[config.mk]
export PLATFORM = sky130hd
export DESIGN_NAME = parking_exit_gate
export DESIGN_NICKNAME = d
export VERILOG_FILES = /design/src/rtl/parking_pkg.sv /design/src/rtl/parking_fee_calc.sv /design/src/rtl/parking_exit_gate.sv
export SDC_FILE = /design/constraint.sdc
export NUM_CORES = 1
export LEC_CHECK = 0
export ABC_CLOCK_PERIOD_IN_PS = 7900
export BUFFER_PORTS_ARGS = -buffer_cell sky130_fd_sc_hd__buf_4
export CAP_MARGIN = 5
export CORE_MARGIN = 3
export CORE_UTILIZATION = 39
export DETAILED_ROUTE_END_ITERATION = 8
export GPL_TIMING_DRIVEN = 0
export PLACE_DENSITY = 0.55
export SYNTH_ARGS = -nofsm -noshare
export SYNTH_HDL_FRONTEND = slang
export SYNTH_SLANG_ARGS = --single-unit
[constraint.sdc]
create_clock -name clk -period 7.9 [get_ports clk]
set_clock_uncertainty 0.05 [all_clocks]
set_input_delay 1.975 -clock clk [delete_from_list [all_inputs] [get_ports clk]]
set_output_delay 1.975 -clock clk [all_outputs]
set_load 0.02 [all_outputs]
[src/rtl/parking_pkg.sv]
// rtl/parking_pkg.sv - shared parking state codes, default rate and saturation limits
package parking_pkg;

  typedef enum logic [2:0] {
    ST_IDLE       = 3'b000,
    ST_WAIT_STAMP = 3'b001,
    ST_CALC       = 3'b010,
    ST_WAIT_PAY   = 3'b011,
    ST_OPEN       = 3'b100,
    ST_ALARM      = 3'b101
  } gate_state_t;

  localparam int          DEFAULT_RATE = 5;
  localparam logic [15:0] SAT16        = 16'hFFFF;
  localparam logic [16:0] SAT17        = 17'h1FFFF;

endpackage

[src/rtl/parking_fee_calc.sv]
// rtl/parking_fee_calc.sv - combinational fee = max(hours,1)*RATE saturated to 16 bits
module parking_fee_calc
  import parking_pkg::*;
#(
  parameter int RATE = DEFAULT_RATE
) (
  input  logic [15:0] i_hours,
  output logic [15:0] o_fee
);

  logic [15:0] w_billable;
  logic [31:0] w_product;

  // Any stay shorter than one billed hour is charged as one hour.
  assign w_billable = (i_hours == 16'd0) ? 16'd1 : i_hours;
  assign w_product  = {16'd0, w_billable} * 32'(RATE);
  assign o_fee      = (w_product > {16'd0, SAT16}) ? SAT16 : w_product[15:0];

endmodule

[src/rtl/parking_exit_gate.sv]
// rtl/parking_exit_gate.sv - exit barrier controller: ticket stamp, fee, payment, gate and lamps
module parking_exit_gate
  import parking_pkg::*;
#(
  parameter int RATE          = DEFAULT_RATE,
  parameter int STAMP_TIMEOUT = 255
) (
  input  logic        clk,
  input  logic        reset_n,
  input  logic        tick_hour,
  input  logic        sensor_exit,
  input  logic        stamp_valid,
  input  logic [15:0] stamp_hour,
  input  logic        pay_valid,
  input  logic [15:0] pay_amount,
  input  logic        sensor_clear,
  output logic        GREEN_LED,
  output logic        RED_LED,
  output logic        gate_open,
  output logic [15:0] fee,
  output logic        fee_valid,
  output logic [15:0] change,
  output logic        exit_pulse,
  output logic [2:0]  indicator
);

  gate_state_t r_state, w_next;

  logic [15:0] r_hour, r_stamp, r_tmo, r_fee, r_change;
  logic [16:0] r_paid;
  logic        r_fee_valid, r_gate, r_green, r_red, r_exit_pulse;

  logic [15:0] w_hours, w_fee_calc, w_change_next;
  logic [17:0] w_pay_sum;
  logic [16:0] w_paid_next, w_excess;
  logic        w_pay_en, w_paid_ok, w_tmo_hit, w_start;

  assign w_hours = r_hour - r_stamp;

  parking_fee_calc #(.RATE(RATE)) u_fee_calc (
    .i_hours (w_hours),
    .o_fee   (w_fee_calc)
  );

  assign w_start     = (r_state == ST_IDLE) && sensor_exit;
  assign w_pay_en    = (r_state == ST_WAIT_PAY) && pay_valid;
  assign w_pay_sum   = {1'b0, r_paid} + {2'b00, pay_amount};
  assign w_paid_next = !w_pay_en ? r_paid :
                       (w_pay_sum > {1'b0, SAT17}) ? SAT17 : w_pay_sum[16:0];
  assign w_paid_ok   = r_paid >= {1'b0, r_fee};
  assign w_excess    = w_paid_next - {1'b0, r_fee};
  assign w_change_next = (w_excess > {1'b0, SAT16}) ? SAT16 : w_excess[15:0];
  assign w_tmo_hit   = r_tmo >= 16'(STAMP_TIMEOUT - 1);

  always_ff @(posedge clk or negedge reset_n) begin
    if (!reset_n) r_state <= ST_IDLE;
    else          r_state <= w_next;
  end

  always_comb begin
    w_next = r_state;
    case (r_state)
      ST_IDLE:       if (sensor_exit) w_next = ST_WAIT_STAMP;
      ST_WAIT_STAMP: begin
        if (stamp_valid)       w_next = ST_CALC;
        else if (!sensor_exit) w_next = ST_IDLE;
        else if (w_tmo_hit)    w_next = ST_ALARM;
      end
      ST_CALC:       w_next = ST_WAIT_PAY;
      ST_WAIT_PAY:   if (w_paid_ok) w_next = ST_OPEN;
      ST_OPEN:       if (sensor_clear) w_next = ST_IDLE;
      ST_ALARM:      if (!sensor_exit) w_next = ST_IDLE;
      default:       w_next = ST_IDLE;
    endcase
  end

  always_ff @(posedge clk or negedge reset_n) begin
    if (!reset_n) begin
      r_hour  <= 16'd0;
      r_stamp <= 16'd0;
      r_tmo   <= 16'd0;
      r_fee   <= 16'd0;
      r_paid  <= 17'd0;
      r_change <= 16'd0;
    end else begin
      if (tick_hour) r_hour <= r_hour + 16'd1;
      if (w_start) begin
        r_tmo    <= 16'd0;
        r_fee    <= 16'd0;
        r_paid   <= 17'd0;
        r_change <= 16'd0;
      end else begin
        if (r_state == ST_WAIT_STAMP) r_tmo <= r_tmo + 16'd1;
        if (r_state == ST_WAIT_STAMP && stamp_valid) r_stamp <= stamp_hour;
        if (r_state == ST_CALC) r_fee <= w_fee_calc;
        r_paid <= w_paid_next;
        // A payment landing on the OPEN-decision cycle still counts toward change.
        if (r_state == ST_WAIT_PAY && w_paid_next >= {1'b0, r_fee})
          r_change <= w_change_next;
      end
    end
  end

  // Lamp/gate registers decode the next state so they line up with the state register.
  always_ff @(posedge clk or negedge reset_n) begin
    if (!reset_n) begin
      r_fee_valid  <= 1'b0;
      r_gate       <= 1'b0;
      r_green      <= 1'b0;
      r_red        <= 1'b1;
      r_exit_pulse <= 1'b0;
    end else begin
      r_fee_valid  <= (w_next == ST_WAIT_PAY) || (w_next == ST_OPEN);
      r_gate       <= (w_next == ST_OPEN);
      r_green      <= (w_next == ST_OPEN);
      r_red        <= (w_next == ST_ALARM) ? ~r_red : (w_next != ST_OPEN);
      r_exit_pulse <= (r_state == ST_OPEN) && sensor_clear;
    end
  end

  assign GREEN_LED  = r_green;
  assign RED_LED    = r_red;
  assign gate_open  = r_gate;
  assign fee        = r_fee;
  assign fee_valid  = r_fee_valid;
  assign change     = r_change;
  assign exit_pulse = r_exit_pulse;
  assign indicator  = r_state;

endmodule

==> impl_summary.md <==
Timing
The max-slew violation total from the final report is 0. The upper clock frequency limit is 0.145 GHz. The number of hold-slack violations in the final timing report is 0. For the pin with the worst max-slew slack, the measured transition is 0.917 ns.

Setup repair after global routing left no endpoint under its margin. The share of the cycle needed by the critical path after routing is 87.6%. Summed over all failing endpoints, the final setup total negative slack is 0 ns. The routed design could run at a clock period as short as 6.92 ns. The worst pin sits at a relative slew slack of slightly below 40%. The total of endpoints with negative setup slack in the final report is 0.

Finish
Leaving out fill and tap cells, the most frequent cell in the layout is dfrtp_1. The fraction of final layout cells sized beyond drive strength 1 is 13.3%. Leaving out fill and tap cells, the most frequent cells in the layout are dfrtp_1, ha_1, a21oi_1.

Compared with the post-synthesis result, the final layout area differs by 15.5%. At the end of the flow, the number of nets in the layout was 1111. Fill cells in the final layout number 1992. The number of antenna diodes in the final layout is 0.

Status
The flow ran to the end, and the final reports show no timing, DRC or antenna violations.

Critical path
The required time of the critical path is a little over 8 ns. Across all register-to-register paths, the minimum setup slack is 2.14 ns. Counting cells, the worst reg-to-reg path comes to 25.

The critical path startpoint category is a primary input. The destination of the worst register-to-register timing path is fee[5]. The class of the most critical setup path is in2reg. The highest fanout seen on the critical path is 10. The element type at the critical path end is a register. The beginning of the worst register-to-register path is r_hour[0]. For the worst setup path, the data arrival time is ~7.1 ns.

Logic synthesis
Yosys mapped a number of flops with a built-in enable equal to 0. The area fraction of the dominant cell type after synthesis is 32.1%. The net count of the mapped netlist is ~1.0k. The simple-gate area share of the yosys netlist is 16.4%. The fraction of registers with async set or reset after synthesis is 100%.

The post-synthesis instance area is ~0.0080 mm2. The register bit count reported by yosys is 104. The portion of synthesized area spent on multiplexers is 0.671%. Yosys attributes the largest share of cell area to dfrtp_1, ha_1, a21oi_1. The number of warnings printed during yosys synthesis is 0.

The adder-cell share of the synthesized area is about 16%. Of the total synthesized cell area, the portion taken by XOR and XNOR cells is about 8%. The post-synthesis sequential area ratio is 32.4%.

The count of cell types in the netlist is 76. The synthesized netlist devotes 22.1% of its cell area to compound gates. The flip-flop cell with the highest count after synthesis is dfrtp_1. Of all cell types, the one taking the most synthesized area is dfrtp_1.

Synthesis produced a netlist whose cell count is 884. The average size of a mapped cell is 9.08 um2. After synthesis, the largest family of logic cells by area is compound AO/OA/AOI/OAI gates.

Clock network
The clock tree from TritonCTS is done. The total clock sinks is 104. TritonCTS created 9 clock buffers. The total of hold buffers inserted after clock tree synthesis is 0.

In this run, post-CTS repair resized a total of 0 instances. The worst-case clock buffer depth is 2. The clock tree synthesis step divided the H-tree into 3 levels.

For the worst-skew pair, the clock arrives at the later sink with an insertion delay of 0.35 ns. The register clock-pin slew on the reported worst setup and hold paths is 0.07 ns. Buffers added to address setup during post-CTS repair amount to 0.

The root cell of the clock tree is clkbuf_16.

Drt
The first TritonRoute pass finished after 6 iterations. The total routed wirelength is about 20000 um. Once detail routing completed, the nets flagged for antenna violations numbered 0. In the routed layout, each cell is associated on average with a via count of between 5 and 6. The average routed wire per standard cell is 16.4 um.

The routed layout has 6591 vias. The count of unresolved DRC violations after routing is 0. The DRC violation total after the first TritonRoute iteration is 340.

GRT
For this run the aggregate overflow at the end of global routing stands at 0. The number of global-route vias before repair came to 6474. The initial antenna violation count is 0. The first global-routing pass estimated 33900 um of wire. The global router's overall resource usage is roughly a fifth. The largest net degree at the start of global routing is 69.

Floorplanning
The starting utilization of the core area is 40.4%. The full die area is 0.0223 mm2. From bottom edge to top edge, the die measures 149 um.

The horizontal die dimension is 149 um. The number of standard-cell rows in the floorplan is 51. The area of the placeable core is between 0.015 and 0.02 mm2. The number of primary I/O pins is a little under 80.

Placement
The congestion estimate from routability-driven global placement came to 0.814. The placed wire-length estimate after detailed placement is 16400 um. The port buffer count is between 70 and 80.

Worst hold path
The worst min-delay path category is reg2reg. The worst hold path terminates at r_hour[15]. The number of cells on the worst hold path is 1. The worst hold path begins at r_hour[15].

Run
The max-capacitance violation count is 0.
-- final cells by class --
class                           instances  area, um2  share of cell area, %
Sequential cell                       104       2600                   28.1
Tap cell                              265        332                   3.58
Clock buffer                           12        246                   2.66
Inverter                               65        244                   2.63
Buffer                                 25        128                   1.38
Timing Repair Buffer                   79        613                   6.61
Clock inverter                          4       55.1                  0.594
Multi-Input combinational cell        690       5050                   54.5
-- critical path: stages --
cell       delay (ns)
buf_4            0.11
ha_1             0.36
a21o_1           0.23
a21o_1           0.23
nor4b_4          0.28
nor3_2           0.12
a21oi_1          0.23
o21ai_0          0.21
buf_2            0.25
o22ai_1          0.30
ha_1             0.25
inv_1            0.06
fa_1             0.42
a211oi_1         0.35
o21ai_0          0.15
o211ai_1         0.15
o21ai_0          0.22
a221oi_1         0.43
or3_4            0.21
nand4_4          0.20
buf_12           0.22
a2bb2oi_2        0.16
-- worst max path at each step --
stage | from | end | slack (ns)
final | pay_amount[3] | change[13] | 0.98
after CTS | pay_amount[8] | change[13] | 1.00
after floorplan | pay_amount[3] | change[10] | 1.67
after global placement | pay_amount[3] | change[8] | 0.68
after global routing | pay_amount[8] | change[13] | 0.56
after detailed placement | pay_amount[8] | change[8] | 0.64
-- per-layer routing --
| layer | up-vias | GRT usage [%] | wire (um) |
|---|---|---|---|
| met5 | - | 0 | 0 |
| met4 | 0 | 3.20 | 194 |
| met3 | 13 | 3.27 | 697 |
| met2 | 94 | 29.3 | 8980 |
| met1 | 3133 | 28.3 | 10500 |
| li1 | 3351 | - | - |
-- cell usage after synthesis, drive strengths merged (4+ instances only) --
library cell and number:
dfrtp 103, a211oi 10, nand2 78, o21a 13, o22ai 4, o21bai 5, xor2 30, o22a 10
clkbuf 18, inv 65, fa 4, nor3 14, and3 13, a31oi 10, buf 7, and4 5
nand2b 6, a2bb2oi 16, a21o 20, o31ai 4, o21ai 55, a21oi 82, nor2b 10, or3 5
or2 4, xnor2 44, ha 94, o211ai 6, nand4 17, nand3 15, and2 20, nor2 50
-- logic make-up after synthesis --
group / count (synthesis)
compound gates: 260
xor+xnor: 74
fa+ha+maj: 98
buf+inv: 90
flops: 104
mux: 5
simple gates: 253
-- stage by stage --
stage | std cells | hold WS (ns) | util [%] | setup WS, ns | instance area (um2)
floorplan | 884 | 0.415 | - | 1.67 | 8020
global placement | 1227 | 0.431 | 45.1 | 0.683 | 8940
detailed placement | 1228 | 0.438 | 45.2 | 0.644 | 8970
CTS | 1244 | 0.448 | 46.7 | 1.00 | 9270
global route | 1244 | 0.476 | 46.7 | 0.564 | 9270
finish | 1244 | 0.438 | 46.7 | 0.981 | 9270
-- state kept, by name (all words and copies together) (netlist names) --
name and flops:
r_paid 17, change 16, fee 16, r_hour 16
r_stamp 16, r_tmo 16, indicator 3, GREEN_LED 1
RED_LED 1, exit_pulse 1, fee_valid 1
Power is left out: the tool's default activity adds up to more than one toggle a clock period on the data nets, which glitch-free logic cannot reach.
